$ cat config.mk
export PLATFORM = sky130hd
export DESIGN_NAME = mmio_responder_flat
export DESIGN_NICKNAME = d
export VERILOG_FILES = /design/src/rtl/mmio_responder_pkg.sv /design/src/rtl/mmio_responder_if.sv /design/src/rtl/mmio_responder_io_fifo.sv /design/src/rtl/mmio_responder.sv /design/src/flat_wrapper.sv
export SDC_FILE = /design/constraint.sdc
export NUM_CORES = 1
export LEC_CHECK = 0
export CAP_MARGIN = 40
export CELL_PAD_IN_SITES_DETAIL_PLACEMENT = 1
export CELL_PAD_IN_SITES_GLOBAL_PLACEMENT = 1
export CORE_MARGIN = 2
export CORE_UTILIZATION = 37
export DETAILED_ROUTE_END_ITERATION = 10
export HOLD_SLACK_MARGIN = 0.06
export PLACE_DENSITY_LB_ADDON = 0.08
export SYNTH_ARGS = -nofsm -noshare
export SYNTH_HDL_FRONTEND = slang
export SYNTH_HIERARCHICAL = 1
export SYNTH_SLANG_ARGS = --single-unit
export TNS_END_PERCENT = 1
$ cat constraint.sdc
create_clock -name clk -period 3.8 [get_ports clk]
set_input_delay 0.38 -clock clk [delete_from_list [all_inputs] [get_ports clk]]
set_output_delay 0.38 -clock clk [all_outputs]
set_load 0.005 [all_outputs]
$ cat src/rtl/mmio_responder_pkg.sv
// Shared constants for the MMIO responder: I/O word offsets (byte offset / 4),
// STATUS bit positions and the data-path width.
package mmio_responder_pkg;

  localparam int XLEN = 32;

  localparam logic [3:0] IO_STATUS  = 4'h0;  // byte offset 0x00
  localparam logic [3:0] IO_RX_DATA = 4'h1;  // byte offset 0x04
  localparam logic [3:0] IO_TX_DATA = 4'h2;  // byte offset 0x08
  localparam logic [3:0] IO_CYCLE   = 4'h4;  // byte offset 0x10
  localparam logic [3:0] IO_INSTR   = 4'h5;  // byte offset 0x14
  localparam logic [3:0] IO_CNT_CLR = 4'h6;  // byte offset 0x18

  localparam int STAT_TX_NOT_FULL = 0;
  localparam int STAT_RX_FULL     = 1;
  localparam int STAT_TX_OVF      = 2;

endpackage

$ cat src/rtl/mmio_responder_if.sv
// Bus bundle between the core memory stage / BRAM / serial link and the responder.
// tx and rx are valid/ready links: a byte moves in every cycle where valid && ready are both high.
interface mmio_responder_if;
  import mmio_responder_pkg::*;

  logic [XLEN-1:0] mem_adr;
  logic [XLEN-1:0] mem_wdata;
  logic [3:0]      wea;
  logic            re;
  logic            instr_stop;
  logic [XLEN-1:0] dmem_dout;
  logic [XLEN-1:0] dout;
  logic [7:0]      tx_data;
  logic            tx_valid;
  logic            tx_ready;
  logic [7:0]      rx_data;
  logic            rx_valid;
  logic            rx_ready;

  modport master (
    output mem_adr, mem_wdata, wea, re, instr_stop, dmem_dout, tx_ready, rx_data, rx_valid,
    input  dout, tx_data, tx_valid, rx_ready
  );

  modport slave (
    input  mem_adr, mem_wdata, wea, re, instr_stop, dmem_dout, tx_ready, rx_data, rx_valid,
    output dout, tx_data, tx_valid, rx_ready
  );

endinterface

$ cat src/rtl/mmio_responder_io_fifo.sv
// Parameterised synchronous FIFO; head entry is read straight from the storage flops,
// so a push into an empty FIFO becomes visible on the following cycle.
module mmio_responder_io_fifo #(
  parameter int WIDTH = 8,
  parameter int DEPTH = 8
) (
  input  logic             clk_i,
  input  logic             rst_ni,
  input  logic             push_i,
  input  logic [WIDTH-1:0] data_i,
  input  logic             pop_i,
  output logic [WIDTH-1:0] data_o,
  output logic             full_o,
  output logic             empty_o
);

  localparam int AW = $clog2(DEPTH);

  logic [WIDTH-1:0] mem_q [DEPTH];
  logic [AW:0]      wr_ptr_q, wr_ptr_d;
  logic [AW:0]      rd_ptr_q, rd_ptr_d;
  logic             do_push, do_pop;

  // Pointers run modulo 2*DEPTH; the extra MSB separates full from empty.
  assign empty_o = (wr_ptr_q == rd_ptr_q);
  assign full_o  = (wr_ptr_q[AW] != rd_ptr_q[AW]) && (wr_ptr_q[AW-1:0] == rd_ptr_q[AW-1:0]);
  assign do_pop  = pop_i && !empty_o;
  assign do_push = push_i && (!full_o || do_pop);
  assign data_o  = mem_q[rd_ptr_q[AW-1:0]];

  always_comb begin
    wr_ptr_d = wr_ptr_q;
    rd_ptr_d = rd_ptr_q;
    if (do_push) wr_ptr_d = wr_ptr_q + 1'b1;
    if (do_pop)  rd_ptr_d = rd_ptr_q + 1'b1;
  end

  always_ff @(posedge clk_i or negedge rst_ni) begin
    if (!rst_ni) begin
      wr_ptr_q <= '0;
      rd_ptr_q <= '0;
      for (int i = 0; i < DEPTH; i++) mem_q[i] <= '0;
    end else begin
      wr_ptr_q <= wr_ptr_d;
      rd_ptr_q <= rd_ptr_d;
      if (do_push) mem_q[wr_ptr_q[AW-1:0]] <= data_i;
    end
  end

endmodule

$ cat src/rtl/mmio_responder.sv
// Data-memory-port responder: decodes I/O space, muxes load data with the BRAM,
// owns the TX FIFO, RX holding register and (with PERF_COUNTERS_EN) the perf counters.
module mmio_responder
  import mmio_responder_pkg::*;
#(
  parameter int         TX_DEPTH    = 8,
  parameter logic [3:0] IO_BASE_NIB = 4'h8
) (
  input logic            clk,
  input logic            rst,
  mmio_responder_if.slave bus
);

  logic [3:0]      off;
  logic            io_sel, is_store, io_load, io_store;
  logic            tx_full, tx_empty, tx_push, tx_pop;
  logic [7:0]      tx_head;
  logic            tx_ovf_q, tx_ovf_d;
  logic            rx_full_q, rx_full_d;
  logic [7:0]      rx_byte_q, rx_byte_d;
  logic            io_hit_q, io_hit_d;
  logic [XLEN-1:0] io_rdata_q, io_rdata_d;
  logic [XLEN-1:0] rdata, cycle_cnt, instr_cnt;

  // A cycle with both re and wea active is a store only.
  assign off      = bus.mem_adr[5:2];
  assign io_sel   = (bus.mem_adr[31:28] == IO_BASE_NIB);
  assign is_store = |bus.wea;
  assign io_load  = bus.re && !is_store && io_sel;
  assign io_store = is_store && io_sel;

  assign tx_push = io_store && (off == IO_TX_DATA);
  assign tx_pop  = !tx_empty && bus.tx_ready;

  mmio_responder_io_fifo #(.WIDTH(8), .DEPTH(TX_DEPTH)) u_tx_fifo (
    .clk_i  (clk),
    .rst_ni (rst),
    .push_i (tx_push),
    .data_i (bus.mem_wdata[7:0]),
    .pop_i  (tx_pop),
    .data_o (tx_head),
    .full_o (tx_full),
    .empty_o(tx_empty)
  );

`ifdef PERF_COUNTERS_EN
  logic [XLEN-1:0] cycle_q, cycle_d, instr_q, instr_d;
  logic            cnt_clr;

  assign cnt_clr = io_store && (off == IO_CNT_CLR);

  always_comb begin
    cycle_d = cnt_clr ? '0 : cycle_q + 32'd1;
    instr_d = cnt_clr ? '0 : (bus.instr_stop ? instr_q : instr_q + 32'd1);
  end

  always_ff @(posedge clk or negedge rst) begin
    if (!rst) begin
      cycle_q <= '0;
      instr_q <= '0;
    end else begin
      cycle_q <= cycle_d;
      instr_q <= instr_d;
    end
  end

  assign cycle_cnt = cycle_q;
  assign instr_cnt = instr_q;
`else
  assign cycle_cnt = '0;
  assign instr_cnt = '0;
`endif

  always_comb begin
    tx_ovf_d = tx_ovf_q;
    if (io_store && (off == IO_STATUS))       tx_ovf_d = 1'b0;
    else if (tx_push && tx_full && !tx_pop)   tx_ovf_d = 1'b1;

    // rx_ready is low while full, so capture and pop are mutually exclusive.
    rx_full_d = rx_full_q;
    rx_byte_d = rx_byte_q;
    if (io_load && (off == IO_RX_DATA) && rx_full_q) begin
      rx_full_d = 1'b0;
    end else if (bus.rx_valid && !rx_full_q) begin
      rx_full_d = 1'b1;
      rx_byte_d = bus.rx_data;
    end

    rdata = '0;
    case (off)
      IO_STATUS: begin
        rdata[STAT_TX_NOT_FULL] = !tx_full;
        rdata[STAT_RX_FULL]     = rx_full_q;
        rdata[STAT_TX_OVF]      = tx_ovf_q;
      end
      IO_RX_DATA: if (rx_full_q) rdata[7:0] = rx_byte_q;
      IO_CYCLE:   rdata = cycle_cnt;
      IO_INSTR:   rdata = instr_cnt;
      default:    rdata = '0;
    endcase

    io_hit_d   = io_load;
    io_rdata_d = io_load ? rdata : io_rdata_q;
  end

  always_ff @(posedge clk or negedge rst) begin
    if (!rst) begin
      tx_ovf_q   <= 1'b0;
      rx_full_q  <= 1'b0;
      rx_byte_q  <= '0;
      io_hit_q   <= 1'b0;
      io_rdata_q <= '0;
    end else begin
      tx_ovf_q   <= tx_ovf_d;
      rx_full_q  <= rx_full_d;
      rx_byte_q  <= rx_byte_d;
      io_hit_q   <= io_hit_d;
      io_rdata_q <= io_rdata_d;
    end
  end

  assign bus.dout     = io_hit_q ? io_rdata_q : bus.dmem_dout;
  assign bus.tx_valid = !tx_empty;
  assign bus.tx_data  = tx_head;
  assign bus.rx_ready = !rx_full_q;

endmodule

$ cat src/flat_wrapper.sv
// flat-port wrapper written by rule: the top's interface ports become plain ports
module mmio_responder_flat import mmio_responder_pkg::*;
#(
  parameter int         TX_DEPTH    = 8,
  parameter logic [3:0] IO_BASE_NIB = 4'h8
)
  (clk, rst, bus_mem_adr, bus_mem_wdata, bus_wea, bus_re, bus_instr_stop, bus_dmem_dout, bus_tx_ready, bus_rx_data, bus_rx_valid, bus_dout, bus_tx_data, bus_tx_valid, bus_rx_ready);
  mmio_responder_if bus_i ();
  input logic clk;
  input logic rst;
  input wire logic [$bits(bus_i.mem_adr)-1:0] bus_mem_adr;
  input wire logic [$bits(bus_i.mem_wdata)-1:0] bus_mem_wdata;
  input wire logic [$bits(bus_i.wea)-1:0] bus_wea;
  input wire logic [$bits(bus_i.re)-1:0] bus_re;
  input wire logic [$bits(bus_i.instr_stop)-1:0] bus_instr_stop;
  input wire logic [$bits(bus_i.dmem_dout)-1:0] bus_dmem_dout;
  input wire logic [$bits(bus_i.tx_ready)-1:0] bus_tx_ready;
  input wire logic [$bits(bus_i.rx_data)-1:0] bus_rx_data;
  input wire logic [$bits(bus_i.rx_valid)-1:0] bus_rx_valid;
  output wire logic [$bits(bus_i.dout)-1:0] bus_dout;
  output wire logic [$bits(bus_i.tx_data)-1:0] bus_tx_data;
  output wire logic [$bits(bus_i.tx_valid)-1:0] bus_tx_valid;
  output wire logic [$bits(bus_i.rx_ready)-1:0] bus_rx_ready;
  assign bus_i.mem_adr = bus_mem_adr;
  assign bus_i.mem_wdata = bus_mem_wdata;
  assign bus_i.wea = bus_wea;
  assign bus_i.re = bus_re;
  assign bus_i.instr_stop = bus_instr_stop;
  assign bus_i.dmem_dout = bus_dmem_dout;
  assign bus_i.tx_ready = bus_tx_ready;
  assign bus_i.rx_data = bus_rx_data;
  assign bus_i.rx_valid = bus_rx_valid;
  assign bus_dout = bus_i.dout;
  assign bus_tx_data = bus_i.tx_data;
  assign bus_tx_valid = bus_i.tx_valid;
  assign bus_rx_ready = bus_i.rx_ready;
  mmio_responder #(.TX_DEPTH(TX_DEPTH), .IO_BASE_NIB(IO_BASE_NIB)) u_core (.clk(clk), .rst(rst), .bus(bus_i));
endmodule
==> impl_metrics.csv, run 1 <==
group,metric,value,unit
global_route,grt_pass1_vias,3144,
run_status,status,"completed",
sta,timing.final.ws_setup,0.490,ns
synthesis,synth_edf_count,0,
die,coreArea,12200,um2
critical_path,cpPeakStageDelay,0.57,ns
run,max_cap_viol_count,0,
power,p_int,1.77,mW
clocking,clockBufferDepth,2,
synthesis,ys_async_sr_fraction,100,%
clocking,cts-hold-fix-buffers,0,
power,p_clk_share,33.2,%
clocking,path_clk_slew,0.06,ns
die,rows,40,
place,post-place-ws,0.463,ns
sta,max_slew_margin,44.5,%
die,start_util,38.2,%
drt,viasPerCell,5.03,
drt,drtIter0Drc,91,
critical_path,crit_arrival,3.53,ns
power,combPwrFrac,24.0,%
sta,clock_skew,0.00614,ns
drt,drt-pass1-iter-count,4,
drt,drc,0,
clocking,clkSinkCount,91,
drt,vias,3027,
global_route,grt_max_degree,65,
clocking,insertion_delay,0.33,ns
finish,drive_above_1_share,32.7,%
sta,setup_viol,0,
synthesis,syn-num-nets,432,
critical_path,cp-end-kind,"flop",
power,p_seq_share,42.8,%
sta,fin_crit,3.31,ns
critical_path,cpMaxStageDelayCell,"dfrtp_1",
critical_path,crit_path_max_fanout,10,
synthesis,ys.warnings.count,6,
critical_path,cp_top_family,"simple AND/OR/NAND/NOR gates",
power,switching_share,28.3,%
sta,finalHoldViolations,0,
critical_path,cp-start-kind,"flop",
die,die-area,13500,um2
sta,tightest_slew,0.833,ns
clocking,cts.repair.resized,0,
sta,tns,0,ns
synthesis,avgSynthCellArea,14.7,um2
synthesis,yosysSeqAreaShare,49.0,%
critical_path,crit_chain,"xor2_4, or2_2, nor3_1, nor2b_1, nand2b_1, nor4_4, or4_1, mux2_1",
place,dp_hpwl,7.71,mm
power,power_per_cell_area,400,nW/um2
place,io_buffers,106,
clocking,clockRootBuffer,"clkbuf_16",
global_route,grt_pass1_wl,17.1,mm
clocking,cts_setup_buffers,0,
sta,finalCritPeriodShare,87.1,%
drt,wl_per_cell,18.1,um
sta,rsz0062_at_grt,"false",
place,gp_congestion,0.686,
clocking,numCtsBuffers,9,
finish,antenna_cells,0,
sta,drv_slew,0,
synthesis,synth_area,4650,um2
power,switchingPower,701,uW
drt,antenna_left,0,
synthesis,ys_seq_elements,91,
power,power.leakage,2.80,nW
min_path,min_path_type,"in2async",
finish,final_nets,545,
finish,n_fill_cell,1236,
synthesis,ys_types,48,
die,ios,156,
clocking,htreeDepth,3,
drt,totalWireLength,10.9,mm
clocking,cts_tree,"built",
die,die_h,116,um
power,ir_worst_vdd,0.228,mV
critical_path,path_buf_inv,0,
finish,area_growth,32.9,%
global_route,overflow,0,
critical_path,critical_path_class,"reg2reg",
critical_path,crit_required,4.02,ns
die,die_w,116,um
sta,max_freq,0.302,GHz
synthesis,syn_inst,316,
synthesis,synthFlopType,"dfrtp_1",
global_route,grt_usage,16.8,%
global_route,grt_antenna_before_repair,0,
-- area by class of cell --
| class | count | area (um2) | share of cell area, % |
|---|---|---|---|
| multi-input combinational | 203 | 2260 | 36.6 |
| inverter | 8 | 30.0 | 0.486 |
| clock buffer | 12 | 246 | 3.99 |
| sequential | 91 | 2280 | 36.8 |
| tap | 168 | 210 | 3.40 |
| clock inverter | 4 | 23.8 | 0.385 |
| timing repair buffer | 116 | 1130 | 18.3 |
-- final timing paths --
check                                                   from                      endpoint  cells past startpoint  slack (ns)
worst max-delay path            u_core/u_tx_fifo/wr_ptr_q[0]    u_core/u_tx_fifo/mem_q[31]                      8        0.49
worst min-delay path                                     rst  u_core/u_tx_fifo/wr_ptr_q[1]                      1        0.13
worst max register to register  u_core/u_tx_fifo/wr_ptr_q[0]    u_core/u_tx_fifo/mem_q[31]                      8        0.49
worst min register to register    u_core/u_tx_fifo/mem_q[24]    u_core/u_tx_fifo/mem_q[24]                      1        0.49
max in group asynchronous                                rst    u_core/u_tx_fifo/mem_q[37]                      2        2.76
min in group clk                  u_core/u_tx_fifo/mem_q[24]    u_core/u_tx_fifo/mem_q[24]                      1        0.49
-- kinds of logic (layout without fill, tap and decap cells) --
| family | count (synthesis) | count (layout) | synth area share, % |
|---|---|---|---|
| buffers and inverters | 22 | 140 | 2.37 |
| adders and majority gates | 2 | 2 | 0.538 |
| muxes | 114 | 114 | 32.1 |
| AOI/OAI and AO/OA | 10 | 10 | 1.96 |
| DFF | 91 | 91 | 49.0 |
| xor gates and xnor gates | 10 | 10 | 2.61 |
| and+or+nand+nor | 67 | 67 | 11.4 |
-- registers in the layout, indices dropped and copies added (netlist names) --
name	count
u_core/rx_full_q	1
u_core/tx_ovf_q	1
u_core/io_hit_q	1
u_core/u_tx_fifo/rd_ptr_q	4
u_core/u_tx_fifo/wr_ptr_q	4
u_core/rx_byte_q	8
u_core/u_tx_fifo/mem_q	64
u_core/io_rdata_q	8
-- cell usage after synthesis, types with 2 or more instances --
library cell,count,area (um2)
dfrtp_1,91,2280
inv_1,8,30.0
clkbuf_1,6,22.5
mux2_2,74,833
buf_6,2,22.5
nor2b_1,26,163
nor3b_1,2,15.0
mux2_1,15,169
nand2_1,4,15.0
mux4_2,16,360
nand2_2,3,18.8
xor2_1,5,43.8
buf_2,4,20.0
and3_1,5,31.3
nor2_1,4,15.0
nor3_1,3,15.0
a32o_1,2,20.0
xnor2_1,2,17.5
nor4b_4,4,95.1
nand3_1,2,10.0
buf_4,2,15.0
ha_1,2,25.0
mux2_4,8,120
nand2b_1,2,12.5
-- power groups by stage --
stage / registers [mW] / clock network [mW] / logic, mW
after floorplan: 1.06 / 0 / 0.391
after global placement: 1.08 / 0 / 0.595
after detailed placement: 1.08 / 0 / 0.608
after CTS: 1.06 / 0.852 / 0.608
after global routing: 1.07 / 0.888 / 0.649
final: 1.06 / 0.821 / 0.595
-- placed cells by master, fill, tap and decap left out, types with 2 or more instances in the layout --
| cell | count |
|---|---|
| a32o_1 | 2 |
| and3_1 | 5 |
| buf_4 | 10 |
| clkbuf_1 | 2 |
| clkbuf_16 | 9 |
| clkdlybuf4s50_1 | 105 |
| clkinv_2 | 3 |
| dfrtp_1 | 91 |
| ha_1 | 2 |
| inv_1 | 8 |
| mux2_1 | 15 |
| mux2_2 | 74 |
| mux2_4 | 8 |
| mux4_2 | 16 |
| nand2_1 | 4 |
| nand2_2 | 3 |
| nand2b_1 | 2 |
| nand3_1 | 2 |
| nor2_1 | 4 |
| nor2b_1 | 26 |
| nor3_1 | 3 |
| nor3b_1 | 2 |
| nor4b_4 | 4 |
| xnor2_1 | 2 |
| xor2_1 | 5 |
-- metrics by stage --
stage	instances	utilization [%]	instance area, um2	hold WS (ns)	power, mW
after floorplan	316	-	4650	0.0844	1.45
final	602	50.8	6180	0.130	2.47
after CTS	601	50.8	6180	0.182	2.52
after global placement	585	48.6	5910	0.471	1.67
after global routing	602	50.8	6180	0.216	2.60
after detailed placement	585	48.6	5910	0.482	1.69
-- metal layers --
metal / routed length [um] / vias up / global-route usage, %
li1: - / 1381 / -
met1: 5050 / 1538 / 22.9
met2: 5050 / 102 / 27.4
met3: 710 / 6 / 3.89
met4: 106 / 0 / 4.29
met5: 0 / - / 0
Note: power is estimated with default switching activity, not from simulation.
==> run 2, diff against run 1 <==
--- a/config.mk
+++ b/config.mk
@@ -10,6 +10,7 @@
 export CELL_PAD_IN_SITES_GLOBAL_PLACEMENT = 1
 export CORE_MARGIN = 2
 export CORE_UTILIZATION = 37
+export CTS_BUF_LIST = sky130_fd_sc_hd__clkbuf_4 sky130_fd_sc_hd__clkbuf_8 sky130_fd_sc_hd__clkbuf_16
 export DETAILED_ROUTE_END_ITERATION = 10
 export HOLD_SLACK_MARGIN = 0.06
 export PLACE_DENSITY_LB_ADDON = 0.08
==> run 2 against run 1 <==
Compared with the run above:
- clock power up 2%
- die area unchanged
- total power up 0.56%
- sequential cell count unchanged
- sequential share of layout area about the same
- combinational power about the same
- fmax about the same
- setup slack about the same
- non-clock buffer count unchanged
- clock skew about the same
- via count unchanged
- global-route usage unchanged
- critical path type unchanged
==> impl_metrics.csv, run 2 (synthesis gave the netlist of run 1 again) <==
group,metric,value,unit
sta,setup_viol,0,
power,switchingPower,701,uW
finish,largest_reg_flops,64,
drt,vias,3027,
drt,totalWireLength,10.9,mm
critical_path,crit_chain,"xor2_4, or2_2, nor3_1, nor2b_1, nand2b_1, nor4_4, or4_1, mux2_1",
place,io_buffers,106,
critical_path,cp-end-kind,"flop",
power,switching_share,28.1,%
finish,largest_register,"u_core/u_tx_fifo/mem_q",
die,die_h,116,um
critical_path,crit_arrival,3.53,ns
finish,drive_above_1_share,33.2,%
global_route,grt_antenna_before_repair,0,
power,power,2.49,mW
power,power.leakage,2.81,nW
finish,area_growth,33.1,%
critical_path,crit_path_max_fanout,10,
clocking,path_clk_slew,0.06,ns
power,p_int,1.79,mW
critical_path,regToRegStartpoint,"u_core/u_tx_fifo/wr_ptr_q[0]",
critical_path,crit_required,4.02,ns
power,power_per_cell_area,402,nW/um2
finish,multi_input_area,2260,um2
finish,reg.largest.list,"u_core/u_tx_fifo/mem_q: 64 flops, u_core/io_rdata_q: 8 flops, u_core/rx_byte_q: 8 flops",
sta,fin_crit,3.31,ns
drt,dr_wl_met3,708,um
drt,viasPerCell,5.03,
global_route,grt_pass1_vias,3144,
drt,drc,0,
place,dp_hpwl,7.71,mm
global_route,grt_usage,16.8,%
finish,final_nets,545,
power,p_clk_share,33.5,%
finish,antenna_cells,0,
global_route,overflow,0,
die,die-area,13500,um2
clocking,cts.repair.resized,0,
clocking,cts-hold-fix-buffers,0,
place,gp_congestion,0.686,
power,ir_worst_vdd,0.228,mV
critical_path,cpPeakStageDelay,0.57,ns
die,start_util,38.2,%
finish,final_common_cell,"clkdlybuf4s50_1",
drt,wl_met1,5.06,mm
drt,antenna_left,0,
global_route,grt_pass1_wl,17.1,mm
clocking,cts_tree,"built",
die,coreArea,12200,um2
finish,final_cell_mix,"105 x clkdlybuf4s50_1, 91 x dfrtp_1, 74 x mux2_2, 26 x nor2b_1, 16 x mux4_2",
die,ios,156,
clocking,numCtsBuffers,9,
clocking,insertion_delay,0.33,ns
sta,rsz0062_at_grt,"false",
clocking,clkSinkCount,91,
clocking,cts_setup_buffers,0,
global_route,grt_max_degree,65,
clocking,clockBufferDepth,2,
sta,drv_slew,0,
clocking,clockRootBuffer,"clkbuf_16",
drt,drt-pass1-iter-count,4,
drt,routed.top_layer,"met4",
critical_path,critical_path_class,"reg2reg",
min_path,min_path_type,"in2async",
sta,clock_skew,0.00615,ns
critical_path,cpMaxStageDelayCell,"dfrtp_1",
critical_path,startpoint,"u_core/u_tx_fifo/wr_ptr_q[0]",
sta,finalHoldViolations,0,
critical_path,cp-start-kind,"flop",
sta,tightest_slew,0.833,ns
run,max_cap_viol_count,0,
drt,met2_length,5.05,mm
sta,max_slew_margin,44.5,%
finish,n_fill_cell,1232,
finish,seq_area,2280,um2
die,rows,40,
drt,wl_per_cell,18.1,um
power,combPwrFrac,23.9,%
sta,max_freq,0.302,GHz
sta,tns,0,ns
power,p_seq_share,42.6,%
drt,drtIter0Drc,94,
clocking,htreeDepth,3,
die,die_w,116,um
sta,finalCritPeriodShare,87.1,%
run_status,status,"completed",
==> run 2: final timing paths <==
| kind | cells past startpoint | slack, ns | end |
|---|---|---|---|
| min | 1 | 0.13 | u_core/u_tx_fifo/wr_ptr_q[1] |
| min reg2reg | 1 | 0.49 | u_core/u_tx_fifo/mem_q[24] |
| max in group asynchronous | 2 | 2.76 | u_core/u_tx_fifo/mem_q[45] |
| max reg2reg | 8 | 0.49 | u_core/u_tx_fifo/mem_q[31] |
| max | 8 | 0.49 | u_core/u_tx_fifo/mem_q[31] |
| min in group clk | 1 | 0.49 | u_core/u_tx_fifo/mem_q[24] |
==> run 2: worst max-delay path, delay by kind of cell (launching register included) <==
family / cells / cell delay (ns)
muxes: 1 / 0.37
DFF: 1 / 0.57
xor gates and xnor gates: 1 / 0.28
and+or+nand+nor: 6 / 1.97
==> run 2: power by group through the flow <==
| stage | clock [mW] | sequential [mW] | combinational [mW] |
|---|---|---|---|
| floorplan | 0 | 1.06 | 0.391 |
| global placement | 0 | 1.08 | 0.595 |
| detailed placement | 0 | 1.08 | 0.608 |
| CTS | 0.867 | 1.06 | 0.608 |
| global route | 0.902 | 1.07 | 0.649 |
| finish | 0.834 | 1.06 | 0.595 |
==> run 2: routing by layer <==
| metal | vias to the layer above | track usage (%) |
|---|---|---|
| li1 | 1380 | - |
| met1 | 1538 | 22.9 |
| met2 | 102 | 27.4 |
| met3 | 7 | 3.89 |
| met4 | 0 | 4.29 |
| met5 | - | 0 |
==> run 2: layout make-up <==
type                    instances  area share [%]
multi-input cells             203            36.6
flip-flops and latches         91            36.8
clock buffers                  12            4.10
clock inverters                 4           0.384
well taps                     168            3.40
inverters                       8           0.485
repair buffers                116            18.3
==> run 2: through the flow <==
stage / utilization [%] / worst slack [ns] / cell area [um2] / hold WS (ns) / std cells
3_3_place_gp: 48.6 / 0.497 / 5910 / 0.471 / 585
5_1_grt: 50.9 / 0.291 / 6190 / 0.216 / 602
4_1_cts: 50.8 / 0.445 / 6180 / 0.182 / 601
3_5_place_dp: 48.6 / 0.463 / 5910 / 0.482 / 585
2_1_floorplan: - / 1.07 / 4650 / 0.0844 / 316
6_report: 50.9 / 0.490 / 6190 / 0.131 / 602
==> patch 1, RTL diff (flow settings as in run 1) <==
`rx_byte_q` and `io_rdata_q` no longer have a reset.
--- a/src/rtl/mmio_responder.sv
+++ b/src/rtl/mmio_responder.sv
@@ -108,14 +108,15 @@
       tx_ovf_q   <= 1'b0;
       rx_full_q  <= 1'b0;
-      rx_byte_q  <= '0;
       io_hit_q   <= 1'b0;
-      io_rdata_q <= '0;
     end else begin
       tx_ovf_q   <= tx_ovf_d;
       rx_full_q  <= rx_full_d;
-      rx_byte_q  <= rx_byte_d;
       io_hit_q   <= io_hit_d;
-      io_rdata_q <= io_rdata_d;
     end
+  end
+
+  always_ff @(posedge clk) begin
+    rx_byte_q  <= rx_byte_d;
+    io_rdata_q <= io_rdata_d;
   end
 
Check against the original RTL: same outputs for any inputs over 4 cycles, from zero or initial values and one cycle with rst low; that may be too few to reach the edited logic, so the function may still have changed.
==> patch 1 against run 1 <==
- clock power up 11%
- area after synthesis fell by 3.0%
- worst hold slack worse by 76 ps
- final area fell by 1.5%
- sequential cell count unchanged
- sequential share of layout area rose by 1.9 points
- power rose by 3.2%
- via count is 3.8% lower
- routed wire length is 1.7% lower
- first-iteration DRC count down 46%
- setup slack better by 57 ps
- critical path type unchanged
- highest routed layer unchanged
==> patch 1: results (changes against run 1) <==
metric	value	unit	change
Max-slew headroom	0.418		-0.0267
total placed cells including tap cells	552		-5.6%
status	finished clean		
Synth cell types	49		+2.1%
worst slack, placed	497	ps	+34.3 ps
top post-synthesis cells by area	dfrtp_1, mux2_2, edfxtp_1		
Post-Layout Cell Count	568		-5.6%
Final WS setup	547	ps	+56.8 ps
final RePlAce weighted congestion	0.698		+1.8%
GRT met1 Usage	0.228		-0.000650
Initial DRC Count	49		-46%
largest net degree at the start of global routing	30		-54%
Fin Clk Skew	9.24	ps	+3.10 ps
first-pass GRT wire length	17200	um	+0.52%
total global-route track usage	0.175		+0.00714
vias in the first global route	3095		-1.6%
Met3 Routed Length	588	um	-17%
DRT Wirelength	10700	um	-1.7%
PwrDens	420	mW/mm^2	+4.8%
CP arrival	3470	ps	-60 ps
EDFF count, synth	16		+16
WL met2	5190	um	+2.9%
Fillers	1195		-3.3%
VDD IR max	0.212	mV	-6.8%
WL met1	4830	um	-4.5%
DR vias/cell	5.13		+2.0%
sequential area share after synthesis	0.523		+0.0330
DP Area	0.00578	sq mm	-2.1%
Post-Syn Nets	416		-3.7%
GR Util met2	0.290		+0.0167
## patch 1: worst max-delay path, cell delays in order, from the launching register on
cell      delay, ps
dfrtp_1         560
xor2_4          270
or2_2           340
nor3_1          260
nor2b_1         170
nand2b_1        210
nor4_4          430
or4_1           520
mux2_1          370
## patch 1: layout make-up
class	count	area share
clock buffers	13	0.0428
clock inverters	3	0.00761
inverters	5	0.00308
multi-input cells	192	0.339
flip-flops and latches	91	0.387
well taps	147	0.0302
repair buffers	117	0.190
## patch 1: cell families after synthesis
group | after synthesis | synth area share
multiplexers | 98 | 0.291
flip-flops | 91 | 0.523
AND/OR/NAND/NOR | 73 | 0.117
buffers and inverters | 17 | 0.0203
XOR/XNOR | 10 | 0.0269
AO/OA/AOI/OAI | 9 | 0.0166
adder cells (fa/ha/maj) | 2 | 0.00555
## patch 1: worst paths after layout
| path | start | end | slack, ps | cells past startpoint |
|---|---|---|---|---|
| setup / recovery | u_core/u_tx_fifo/wr_ptr_q[0] | u_core/u_tx_fifo/mem_q[26] | 550 | 8 |
| hold / removal | rst | u_core/u_tx_fifo/wr_ptr_q[2] | 50 | 1 |
| setup reg to reg | u_core/u_tx_fifo/wr_ptr_q[0] | u_core/u_tx_fifo/mem_q[26] | 550 | 8 |
| hold reg to reg | u_core/u_tx_fifo/mem_q[26] | u_core/u_tx_fifo/mem_q[26] | 490 | 1 |
| max in group asynchronous | rst | u_core/u_tx_fifo/mem_q[62] | 2940 | 2 |
| min in group clk | u_core/u_tx_fifo/mem_q[26] | u_core/u_tx_fifo/mem_q[26] | 490 | 1 |
## patch 1: power breakdown
part | internal (mW) | total [mW] | switching [mW]
registers | 1.03 | 1.06 | 0.0396
logic | 0.290 | 0.576 | 0.286
clock network | 0.549 | 0.913 | 0.365
total | 1.86 | 2.55 | 0.691
==> patch 2, RTL diff (settings of run 1) <==
Without the edit above. `TX_DEPTH` is set to 8 in 2 places; all go to 16.
--- a/src/rtl/mmio_responder.sv
+++ b/src/rtl/mmio_responder.sv
@@ -4,5 +4,5 @@
   import mmio_responder_pkg::*;
 #(
-  parameter int         TX_DEPTH    = 8,
+  parameter int         TX_DEPTH    = 16,
   parameter logic [3:0] IO_BASE_NIB = 4'h8
 ) (
--- a/src/flat_wrapper.sv
+++ b/src/flat_wrapper.sv
@@ -2,5 +2,5 @@
 module mmio_responder_flat import mmio_responder_pkg::*;
 #(
-  parameter int         TX_DEPTH    = 8,
+  parameter int         TX_DEPTH    = 16,
   parameter logic [3:0] IO_BASE_NIB = 4'h8
 )
Formal check against the unedited RTL: not equivalent (a bounded check fails within 10 cycles, from zero or initial values and one cycle with rst low).
==> patch 2 against run 1 <==
- routed wire length is 82% higher
- critical path type is now reg -> out
- largest cell class unchanged
- non-clock buffer count is 4 higher
- final cell count rose by 53%
- register-to-register slack improved by 430 ps
- sequential share of layout area rose by 4.0 points
- final area increased by 56%
- die area rose by 62%
- setup slack better by 190 ps
- power grew 75%
- area after synthesis grew 64%
- fmax rose by 6.0%
- sequential cell count increased by 66
- synthesized cell count is 68% higher
==> patch 2: results (changes against run 1) <==
metric	value	unit	change
status	finished clean		
R2R depth	7		-1
R2R Path End	u_core/u_tx_fifo/mem_q[73]		
share of layout cells above drive strength 1	0.378		+0.0503
Top delay family on crit path	buffers and inverters		
top flop regs	u_core/u_tx_fifo/mem_q (128), u_core/io_rdata_q (8), u_core/rx_byte_q (8)		
max incr delay on CP	550	ps	-20 ps
DP Area	0.00906	sq mm	+53%
vias in the first global route	5479		+74%
Initial DRC Count	256		+180%
Gate power share	0.216		-0.024
total placed cells including tap cells	886		+51%
Synth cell types	40		-17%
drt first pass iters	4		unchanged
Post-CTS Setup Inserts	0		unchanged
Fin Clk Skew	7.90	ps	+1.76 ps
final RePlAce weighted congestion	0.721		+5.1%
P_seq	1.81	mW	+71%
worst slack, placed	732	ps	+269 ps
CP arrival	2740	ps	-790 ps
Worst-Margin Slew	891	ps	+57.8 ps
initial antenna violation count	0		unchanged
Post-CTS Resized	0		unchanged
HP Class	in -> async		
DR vias/cell	5.28		+5.0%
reg2reg setup slack	920	ps	+430 ps
DRT Wirelength	19900	um	+82%
Clk pwr share	0.368		+0.036
Post-Layout Cell Count	919		+53%
syn_area_per_cell	14.4	sq um	-2.2%
reg2reg start	u_core/u_tx_fifo/wr_ptr_q[2]		
total global-route track usage	0.193		+0.0256
maximum fanout along the worst path	9		-1
Clock transition at path regs	60	ps	about the same
EDFF count, synth	0		unchanged
Clk Latency, worst-skew pair	430	ps	+100 ps
Static Leak	4.40	nW	+57%
first-pass GRT wire length	32000	um	+87%
Final WS setup	677	ps	+187 ps
Num CTS Buffers	17		+8
largest net degree at the start of global routing	82		+26%
VDD IR max	0.269	mV	+18%
top post-synthesis cells by area	dfrtp_1, mux2_2, mux4_2		
diode count	0		unchanged
sequential area share after synthesis	0.514		+0.0241
P_int	3.00	mW	+69%
CTS Hold Bufs	1		+1
Critical Path End	bus_tx_data[0]		
hpwl dp	13600	um	+76%
Bufs on Longest Clock Path	2		unchanged
PortBufs	106		unchanged
Post-synth ARST share	1.00		unchanged
Nets	755		+39%
Crit. Startpoint	u_core/u_tx_fifo/rd_ptr_q[0]		
Post-Syn Nets	650		+50%
H-Tree Depth	4		+1
Fillers	2019		+63%
Slowest cell on crit path	dfrtp_2		
Commonest cells post-synth	dfrtp_1, mux2_2, mux4_2		
-- patch 2: changes by cell type after synthesis, sizes merged, moves of 5 or more --
cell           run 1  this run
xnor2              3         8
a22oi              1        16
nand2              7        12
nand3              3        14
dfrtp             91       157
mux4              16        32
a21oi              0        18
clkbuf             6        20
mux2              97       153
nand4              0         5
buf                8        14
-- patch 2: metal layers --
layer  share of wire  track usage  vias to the layer above
met3           0.042       0.0451                       17
li1                -            -                     2170
met5               0            0                        -
met4          0.0089       0.0500                        0
met1            0.44        0.252                     2579
met2            0.51        0.326                       85
-- patch 2: cell families (layout without fill, tap and decap cells) --
group / count (synthesis) / in the layout / synth area share
AO/OA/AOI/OAI: 45 / 45 / 0.0488
XOR/XNOR: 14 / 14 / 0.0160
adder cells (fa/ha/maj): 5 / 5 / 0.00818
buffers and inverters: 43 / 161 / 0.0237
flip-flops: 157 / 157 / 0.514
multiplexers: 186 / 186 / 0.321
AND/OR/NAND/NOR: 81 / 81 / 0.0684
-- patch 2: final cells by class --
cell class | count | area, sq um | share of cell area
Sequential cell | 157 | 3930 | 0.409
Multi-Input combinational cell | 331 | 3530 | 0.368
Timing Repair Buffer | 120 | 1230 | 0.128
Clock buffer | 19 | 443 | 0.0461
Tap cell | 270 | 338 | 0.0351
Clock inverter | 13 | 108 | 0.0112
Inverter | 9 | 33.8 | 0.00351
-- patch 2: how the worst min path moves through the flow --
stage	endpoint	slack, ps	cells after the start
final	u_core/u_tx_fifo/mem_q[121]	420	2
after detailed placement	u_core/u_tx_fifo/mem_q[121]	290	1
after CTS	u_core/u_tx_fifo/mem_q[121]	410	2
after global placement	u_core/u_tx_fifo/mem_q[101]	460	1
after floorplan	u_core/io_hit_q	80	0
after global routing	u_core/u_tx_fifo/mem_q[105]	440	2
